===== config.mk =====
export PLATFORM = sky130hd
export DESIGN_NAME = alu_unit_dispatcher
export DESIGN_NICKNAME = d
export VERILOG_FILES = /design/src/rtl/alu_unit_dispatcher.sv
export SDC_FILE = /design/constraint.sdc
export NUM_CORES = 1
export LEC_CHECK = 0
export ABC_AREA = 1
export ABC_CLOCK_PERIOD_IN_PS = 1100
export CAP_MARGIN = 20
export CORE_UTILIZATION = 40
export CTS_BUF_LIST = sky130_fd_sc_hd__clkbuf_4 sky130_fd_sc_hd__clkbuf_8 sky130_fd_sc_hd__clkbuf_16
export CTS_CLUSTER_SIZE = 14
export DETAILED_ROUTE_END_ITERATION = 16
export PLACE_DENSITY = 0.68
export SLEW_MARGIN = 15
export SYNTH_ARGS = -nofsm -noshare
export SYNTH_HDL_FRONTEND = slang
export SYNTH_SLANG_ARGS = --single-unit

===== constraint.sdc =====
create_clock -name CLK -period 1.1 [get_ports CLK]
set_input_delay 0.11 -clock CLK [delete_from_list [all_inputs] [get_ports CLK]]
set_output_delay 0.11 -clock CLK [all_outputs]
set_load 0.01 [all_outputs]

===== src/rtl/alu_unit_dispatcher.sv =====
// ALU unit dispatcher: accepts one op per handshake, holds a one-hot unit
// enable for a per-unit latency, then pulses Done. Optional macro:
// ALU_ILLEGAL_OP_FLAG_EN adds Illegal_Op / Illegal_Seen outputs.
// Ports: CLK, RST (sync, active-high), ALU_FUN, In_Valid, In_Ready,
//        Unit_Enable, Op_Code, Busy, Done [, Illegal_Op, Illegal_Seen].
module alu_unit_dispatcher #(
  parameter int FUN_WIDTH = 4,
  parameter int SEL_W     = 2,
  parameter int NUM_UNITS = 4,
  parameter int LAT_W     = 4,
  parameter logic [NUM_UNITS*LAT_W-1:0] UNIT_LAT = 16'h1112
) (
  input  logic                       CLK,
  input  logic                       RST,
  input  logic [FUN_WIDTH-1:0]       ALU_FUN,
  input  logic                       In_Valid,
  output logic                       In_Ready,
  output logic [NUM_UNITS-1:0]       Unit_Enable,
  output logic [FUN_WIDTH-SEL_W-1:0] Op_Code,
  output logic                       Busy,
  output logic                       Done
`ifdef ALU_ILLEGAL_OP_FLAG_EN
  ,
  output logic                       Illegal_Op,
  output logic                       Illegal_Seen
`endif
);

  localparam int OP_W = FUN_WIDTH - SEL_W;

  typedef enum logic [1:0] {
    IDLE = 2'd0,
    EXEC = 2'd1,
    DONE = 2'd2
  } state_e;

  state_e               state_q, state_d;
  logic [NUM_UNITS-1:0] en_q, en_d;
  logic [OP_W-1:0]      op_q, op_d;
  logic [LAT_W-1:0]     cnt_q, cnt_d;

  logic [SEL_W-1:0]     sel;
  logic                 accept;
  logic                 legal;
  logic [LAT_W-1:0]     lat_raw;
  logic [NUM_UNITS-1:0] hot;

  assign sel      = ALU_FUN[FUN_WIDTH-1 -: SEL_W];
  assign In_Ready = (state_q != EXEC);
  assign accept   = In_Valid && In_Ready;

  // Select lookup; an out-of-range select leaves hot/lat at zero,
  // which yields an all-zero enable held for a single cycle.
  always_comb begin
    legal   = 1'b0;
    hot     = '0;
    lat_raw = '0;
    for (int u = 0; u < NUM_UNITS; u++) begin
      if (sel == SEL_W'(u)) begin
        legal   = 1'b1;
        hot[u]  = 1'b1;
        lat_raw = UNIT_LAT[u*LAT_W +: LAT_W];
      end
    end
  end

  always_comb begin
    state_d = state_q;
    en_d    = en_q;
    op_d    = op_q;
    cnt_d   = cnt_q;
    unique case (state_q)
      IDLE, DONE: begin
        if (accept) begin
          state_d = EXEC;
          en_d    = hot;
          op_d    = ALU_FUN[OP_W-1:0];
          // Latency 0 behaves as 1: counter starts at 0 either way.
          cnt_d   = (lat_raw == '0) ? '0 : lat_raw - LAT_W'(1);
        end else begin
          state_d = IDLE;
          en_d    = '0;
        end
      end
      EXEC: begin
        if (cnt_q != '0) begin
          cnt_d = cnt_q - LAT_W'(1);
        end else begin
          state_d = DONE;
          en_d    = '0;
        end
      end
      default: begin
        state_d = IDLE;
        en_d    = '0;
      end
    endcase
  end

  always_ff @(posedge CLK) begin
    if (RST) begin
      state_q <= IDLE;
      en_q    <= '0;
      op_q    <= '0;
      cnt_q   <= '0;
    end else begin
      state_q <= state_d;
      en_q    <= en_d;
      op_q    <= op_d;
      cnt_q   <= cnt_d;
    end
  end

  assign Unit_Enable = en_q;
  assign Op_Code     = op_q;
  assign Busy        = (state_q == EXEC);
  assign Done        = (state_q == DONE);

`ifdef ALU_ILLEGAL_OP_FLAG_EN
  logic ill_q, ill_d;
  logic seen_q, seen_d;

  always_comb begin
    ill_d  = ill_q;
    seen_d = seen_q;
    if (accept) begin
      ill_d  = !legal;
      seen_d = seen_q || !legal;
    end
  end

  always_ff @(posedge CLK) begin
    if (RST) begin
      ill_q  <= 1'b0;
      seen_q <= 1'b0;
    end else begin
      ill_q  <= ill_d;
      seen_q <= seen_d;
    end
  end

  assign Illegal_Op   = (state_q == DONE) && ill_q;
  assign Illegal_Seen = seen_q;
`endif

endmodule


After elaboration in Yosys (flattened, before gate mapping):

Cells that the tools add are included.
Widths: inputs -> output; s select.

* register bits after elaboration: 12
* logic and storage cells: 42

* reduce and logical (&&, ||, !) cells: 9
* add/sub/neg operators: 2
* eq/ne operators: 9
* mux-type cells: 18

Operators by type and width (number)
* $mux 4: 8
* $pmux 4 s2: 2
* $sub 4x1->4 const B: 2
* $eq 2x2->1 const B: 3
* $mux 1: 5
* $eq 2x1->1 const B: 2
* $logic_not 2->1: 2
* $logic_not 4->1: 1
* $mux 2: 2
* $ne 2x1->1 const B: 2
* $ne 2x2->1 const B: 2
* $pmux 2 s2: 1
* $reduce_bool 4->1: 1
* $reduce_and 3->1: 1
* $reduce_and 2->1: 1
* $reduce_bool 2->1: 1
* $reduce_or 2->1: 1
* $logic_and 1x1->1: 1

Logic depth before layout (Yosys ltp):

Gate-level depths: netlist of the first run.

* depth in word-level cells: 9
* gate-level depth with buffers: 8
* depth with buffers taken out: 8

Worst setup path before layout of the first run:

OpenSTA, ideal clock, no wires.

* kind: register -> register
* start: register cnt_q[0]
* end: register cnt_q[3]
* library setup time: 115 ps
* path slack: -5 ps
* arrival time: 990 ps
* buffers on the path: 0
* clock period less this slack: 1105 ps
* stages on the path, launching flop included: 9
* cell sequence: dfxtp_1 > inv_1 > ha_1 > nand2_2 > nand2_4 > nand2_4 > nand3_1 > nand2_1 > nor2_1

* word-level cells in the longest chain between the ends: 3

Ends and longest elaborated chain
* from (decl): RTL line 40 `logic [LAT_W-1:0] cnt_q, cnt_d;`
* from (signal assigned): RTL line 110 `cnt_q <= cnt_d;`
* $sub 4x1->4 / $reduce_bool 4->1 (equally long branches): RTL line 87, 86
* $mux 4 / $ne 2x1->1 (equally long branches)
* $pmux 4 s2 / $reduce_and 3->1 (equally long branches)

Parallel ways exist; a longest one is shown, timed or not. The select of a mux whose other input is x is not followed.
A chain may end at the register's enable or synchronous reset.

Worst setup path after layout of the first run:

* start: register cnt_q[1]
* end: register cnt_q[3]

Same word-level chain as after synthesis.

==> metrics.md, run 1 <==
| Metric | Value |
|---|---|
| Outcome | `finished clean` |
| IO Pins | `16` |
| VDD IR max | `0.000619 V` |
| Vias in the first global route | `461` |
| Layout Cells excl Fill | `116` |
| First-pass GRT wire length | `1710 um` |
| Nets | `110` |
| Slew margin rel. | `83.8%` |
| Via count | `559` |
| Switching share of power | `30.4%` |
| CTS sink count | `12` |
| DIE HEIGHT | `40.2 um` |
| Min-Delay Path Depth | `3` |
| Iteration-0 DRC Markers | `4` |
| Synth top area cells | `dfxtp_1 (41%), nand2_1 (11%), a21oi_2 (6.0%)` |
| Syn Inst Count | `75` |
| Fin crit period | `1.07 ns` |
| Initial antenna violation count | `0` |
| Register area | `249 um2` |
| Sequential Power Share | `42.0%` |
| Setup TNS | `0 ns` |
| Setup WS post-layout | `0.0342 ns` |
| Power Density | `1320 mW/mm2` |
| Fillers | `119` |
| Design Power | `1.17 mW` |
| Yosys cell types | `18` |
| Final period util | `96.9%` |
| CP Data Arrival Time | `1.24 ns` |
| Antenna cell count | `0` |
| Wire length on met2 | `651 um` |
| Worst Setup Start Kind | `register` |
| Met1 WL | `522 um` |
| Worst-skew pair later-pin latency | `0.27 ns` |
| Starting Density | `43.7%` |
| Dpl cells | `112` |
| Largest net degree at the start of global routing | `8` |
| Clock power frac | `30.5%` |
| IO buf count | `15` |
| Post-synth EDFFs | `0` |
| Post-synth top area cell | `dfxtp_1` |
| FF-to-FF path depth | `8` |
| Final Slew Violations | `0` |
| Cts hold-fix bufs | `0` |
| Placer Congestion | `0.795` |
| Worst setup EP type | `register` |
| Comb power frac | `27.5%` |
| # Max-Cap Violations | `0` |
| Switching pwr | `0.355 mW` |
| Gr usage total | `16.5%` |
| Core Region | `0.00133 mm2` |
| Internal Pwr Total | `0.814 mW` |
| Worst-margin pin slew | `0.242 ns` |
| Async set-or-reset flop fraction in the synthesized netlist | `0%` |
| Unrepaired setup endpoints after global routing | `true` |
| Die width | `40.2 um` |
| DP Worst Slack | `-0.0888 ns` |
| Avg WL per Cell | `11.1 um` |
| Syn_nets | `83` |
| Met3 wire len | `74 um` |
| Synth top cells by count | `nand2_1 (17), dfxtp_1 (12), nor2_1 (8), inv_1 (7), nand3_1 (7)` |
| Area grow syn2layout | `51.9%` |
| Die Footprint | `0.00161 mm2` |
| Mapped cell area | `583 um2` |
| Post-route ant nets | `0` |
| Clock Skews | `0.000923 ns` |
| Total CTS buffers | `3` |
| Fin. Hold Viols | `0` |
| Root Buffer | `clkbuf_4` |
| Area of the multi-input gates | `347 um2` |
| LEAKAGE | `0.408 nW` |
| Vias per std cell | `4.82` |
| CP Max Fanout | `4` |
| CTS tree | `done` |
| Yosys top cell area share | `41.2%` |
| CTS H-tree lvls | `1` |
| Proportion of layout cells with a drive suffix above 1 | `43.6%` |
| Worst Hold Class | `in -> reg` |
| Max Used Layer | `met4` |
| Ys flop type | `dfxtp_1` |
| Seq cells post-synth | `12` |
| DRC viols | `0` |
| Required @ worst endpoint | `1.28 ns` |
| Post-synthesis sequential area ratio | `41.2%` |
| Most frequent cell after synthesis | `nand2_1` |
| GRT Residual Overflow | `0` |
| HPWL after detailed placement | `895 um` |
| Cell Rows | `13` |
| Deepest clock path buffer count | `2` |
| Crit path kind | `reg -> reg` |
| Max Freq | `938 MHz` |
| Drt pass-1 iters | `4` |
| Syn_area_per_cell | `7.77 um2` |
| Final setup vio count | `0` |
| Syn. warnings | `0` |
| CTS clk-pin slew, worst paths | `0.08 ns` |
| Min Hold Slack | `0.393 ns` |
| Total wire length | `1280 um` |
[critical path, cell delays in order (launching register included)]
cell and delay (ns):
dfxtp_2 0.34, inv_2 0.04, ha_4 0.16, nand2_4 0.06, nand2_4 0.07, nand2_4 0.10
nand3_2 0.07, nand2_2 0.08, nor2_2 0.04
[final timing paths]
check,from,to,slack [ns]
worst min-delay path,ALU_FUN[0],Op_Code[0],0.39
worst min register to register,Op_Code[0],Op_Code[0],0.46
worst max-delay path,cnt_q[1],cnt_q[3],0.03
worst max register to register,cnt_q[1],cnt_q[3],0.03
[state kept, by name (all words and copies together) (netlist names)]
register and count:
Op_Code 2, Unit_Enable 4, state_q 2, cnt_q 4
[repair_timing]
| item | in CTS | in global routing |
|---|---|---|
| pin swaps | 5 | 8 |
| buffers inserted | 0 | 0 |
| gates resized for setup | 25 | 14 |
| setup endpoints to repair | 11 | 9 |
[metrics by stage]
stage	util [%]	cell area, um2
CTS	63.6	848
finish	66.4	886
global route	66.4	886
floorplan	-	586
global placement	60.5	807
detailed placement	60.5	807
[metal layers]
metal / GRT usage, % / vias to the layer above
met1: 18.3 / 246
met3: 5.00 / 6
met2: 27.4 / 16
met5: 0 / -
li1: - / 291
met4: 10.0 / 0
[power groups by stage]
stage          registers (mW)  clock network (mW)  logic [mW]
3_5_place_dp            0.494                   0       0.285
4_1_cts                 0.485               0.363       0.286
5_1_grt                 0.496               0.385       0.349
6_report                0.491               0.357       0.322
2_1_floorplan           0.496                   0       0.164
3_3_place_gp            0.492                   0       0.281
[kinds of logic after synthesis]
logic type | synth area share (%)
AO/OA/AOI/OAI | 13.1
AND/OR/NAND/NOR | 35.2
adder cells (fa/ha/maj) | 2.15
buffers and inverters | 8.37
flip-flops | 41.2
[final cells by class]
type                       instances  share of cell area [%]
clock buffer                       4                    4.10
inverter                          11                    4.94
multi-input combinational         51                    39.1
sequential                        12                    28.1
tap                               15                    2.12
timing repair buffer              23                    21.6
[placed cells by master, fill, tap and decap left out, types with 5 or more instances in the layout]
cell and instances:
dfxtp_1 7, nand2_1 16, inv_1 5, nand3_1 6, nor2_1 6, inv_2 5, buf_4 7, clkdlybuf4s50_1 6
a21oi_2 5, dlygate4sd2_1 6
Power figures use the tool's default switching activity.
==> inputs of run 2 (changes only) <==
- ABC_CLOCK_PERIOD_IN_PS: 1100 -> default
- PLACE_DENSITY: 0.68 -> 0.79
==> run 2 against run 1 <==
- critical path type is now reg -> out
- clock power barely moved
- highest routed layer unchanged
- sequential share of layout area grew 0.22 points
- non-clock buffer count down 2
- largest power group unchanged
- final cell count fell by 1.7%
- global-route usage fell by 0.17 points
- die area is the same
- register-to-register slack about the same
- first-iteration DRC count grew to 2.8 times the previous value
==> metrics.md, run 2 (synthesis results as in run 1) <==
| Metric | Value |
|---|---|
| Design Power | `1.16 mW (-0.72%)` |
| Unrepaired setup endpoints after global routing | `true` |
| Cts hold-fix bufs | `0 (unchanged)` |
| Worst Hold Class | `in -> reg` |
| Drt pass-1 iters | `5 (+1)` |
| Starting Density | `43.7% (unchanged)` |
| Root Buffer | `clkbuf_4` |
| Final period util | `97.8% (+0.89 points)` |
| # Max-Cap Violations | `0 (unchanged)` |
| Vias in the first global route | `453 (-1.7%)` |
| DRC viols | `0 (unchanged)` |
| Slew margin rel. | `83.9% (+0.13 points)` |
| Comb power frac | `26.9% (-0.6 points)` |
| Iteration-0 DRC Markers | `11 (+7)` |
| HPWL after detailed placement | `860 um (-3.9%)` |
| Internal Pwr Total | `0.812 mW (-0.35%)` |
| Switching pwr | `0.349 mW (-1.6%)` |
| CTS clk-pin slew, worst paths | `0.08 ns (about the same)` |
| Slowest cell on crit path | `dfxtp_2` |
| Vias per std cell | `4.82 (+0.12%)` |
| Fin crit period | `1.08 ns (+0.00982 ns)` |
| Nets | `108 (-1.8%)` |
| Worst-margin pin slew | `0.240 ns (-0.00191 ns)` |
| Outcome | `finished clean` |
| Avg WL per Cell | `10.8 um (-2.5%)` |
| CTS tree | `done` |
| LEAKAGE | `0.406 nW (-0.39%)` |
| IO buf count | `15 (unchanged)` |
| Worst-skew pair later-pin latency | `0.28 ns (about the same)` |
| CTS H-tree lvls | `1 (unchanged)` |
| Clock Skews | `0.00209 ns (+0.00117 ns)` |
| Via count | `550 (-1.6%)` |
| Switching share of power | `30.1% (-0.26 points)` |
| Final setup vio count | `0 (unchanged)` |
| Area grow syn2layout | `50.0%` |
| Core Region | `0.00133 mm2 (unchanged)` |
| Crit path largest cell delay | `0.35 ns (about the same)` |
| Die Footprint | `0.00161 mm2 (unchanged)` |
| Required @ worst endpoint | `0.99 ns (-0.29 ns)` |
| Placer Congestion | `0.799 (+0.54%)` |
| Setup TNS | `0 ns (unchanged)` |
| VDD IR max | `0.000779 V (+26%)` |
| GRT Residual Overflow | `0 (unchanged)` |
| Min Hold Slack | `0.379 ns (-0.0136 ns)` |
| Gr usage total | `16.3% (-0.17 points)` |
| Deepest clock path buffer count | `2 (unchanged)` |
| CP Max Fanout | `4 (unchanged)` |
| CP Data Arrival Time | `0.97 ns (-0.27 ns)` |
| Most frequent cells in the layout | `nand2_1 (17), dfxtp_1 (8), nor2_1 (7)` |
| Sequential Power Share | `42.1% (about the same)` |
| Worst setup EP type | `output port` |
| Cell Rows | `13 (unchanged)` |
| Total CTS buffers | `3 (unchanged)` |
| DIE HEIGHT | `40.2 um (unchanged)` |
| Largest net degree at the start of global routing | `12 (+4)` |
| Cell Chain, Critical Path | `inv_4 -> nor2_8 -> inv_2 -> buf_6` |
| Fin. Hold Viols | `0 (unchanged)` |
| CTS sink count | `12 (unchanged)` |
| Initial antenna violation count | `0 (unchanged)` |
| Crit path buf inv count | `3 (+2)` |
| Final Slew Violations | `0 (unchanged)` |
| Crit path kind | `reg -> out` |
| Commonest non-fill, non-tap cell in the layout | `nand2_1` |
| Total wire length | `1230 um (-4.1%)` |
| Antenna cell count | `0 (unchanged)` |
| Proportion of layout cells with a drive suffix above 1 | `39.4% (-4.2 points)` |
| Max Freq | `930 MHz (-0.91%)` |
| IO Pins | `16 (unchanged)` |
| First-pass GRT wire length | `1690 um (-1.2%)` |
| Clock power frac | `31.0% (+0.5 points)` |
| Power Density | `1330 mW/mm2 (+0.56%)` |
| Crit path max-delay family | `flip-flops` |
| Die width | `40.2 um (unchanged)` |
| Worst Setup Start Kind | `register` |
| Post-route ant nets | `0 (unchanged)` |
run 2: worst register-to-register path, delay by kind of cell (launching register included):
kind / cells / cell delay [ns]
adder cells (fa/ha/maj): 1 / 0.15
buffers and inverters: 1 / 0.06
AND/OR/NAND/NOR: 6 / 0.47
flip-flops: 1 / 0.33
run 2: metal layers:
metal | vias up | part of all wire, % | track usage, %
met5 | - | 0 | 0
li1 | 282 | - | -
met2 | 18 | 49 | 29.0
met1 | 245 | 42 | 17.5
met4 | 0 | 3.1 | 12.5
met3 | 5 | 6.2 | 1.67
run 2: per-stage QoR:
step / worst slack [ns] / cells / instance area [um2] / utilization [%]
3_5_place_dp: -0.0933 / 110 / 805 / 60.3
4_1_cts: -0.00378 / 114 / 830 / 62.2
2_1_floorplan: 0.0328 / 75 / 586 / -
5_1_grt: -0.0322 / 114 / 875 / 65.6
3_3_place_gp: -0.0876 / 110 / 805 / 60.3
6_report: 0.0244 / 114 / 875 / 65.6
run 2: layout make-up:
class | count | area, um2
repair buffers | 21 | 195
well taps | 15 | 18.8
fillers | 113 | 459
multi-input cells | 51 | 333
flip-flops and latches | 12 | 248
clock buffers | 4 | 36.3
inverters | 11 | 43.8
run 2: power groups by stage:
stage	Sequential (mW)	Combinational [mW]	Clock (mW)
2_1_floorplan	0.496	0.164	0
3_3_place_gp	0.492	0.278	0
3_5_place_dp	0.493	0.283	0
4_1_cts	0.484	0.276	0.362
5_1_grt	0.493	0.340	0.379
6_report	0.489	0.312	0.360
run 2: repair_timing:
| item | CTS | global route |
|---|---|---|
| cloned | 0 | 0 |
| buffers inserted | 0 | 0 |
| pin swaps | 3 | 5 |
| gates resized for setup | 24 | 11 |
| setup endpoints to repair | 10 | 8 |
run 2: path summary, 6_finish.rpt:
| path | start | endpoint | slack [ns] | cells after the start |
|---|---|---|---|---|
| worst max-delay path | state_q[0] | In_Ready | 0.02 | 4 |
| worst min-delay path | ALU_FUN[0] | Op_Code[0] | 0.38 | 3 |
| worst max register to register | cnt_q[1] | cnt_q[1] | 0.03 | 8 |
| worst min register to register | Unit_Enable[2] | Unit_Enable[2] | 0.47 | 2 |
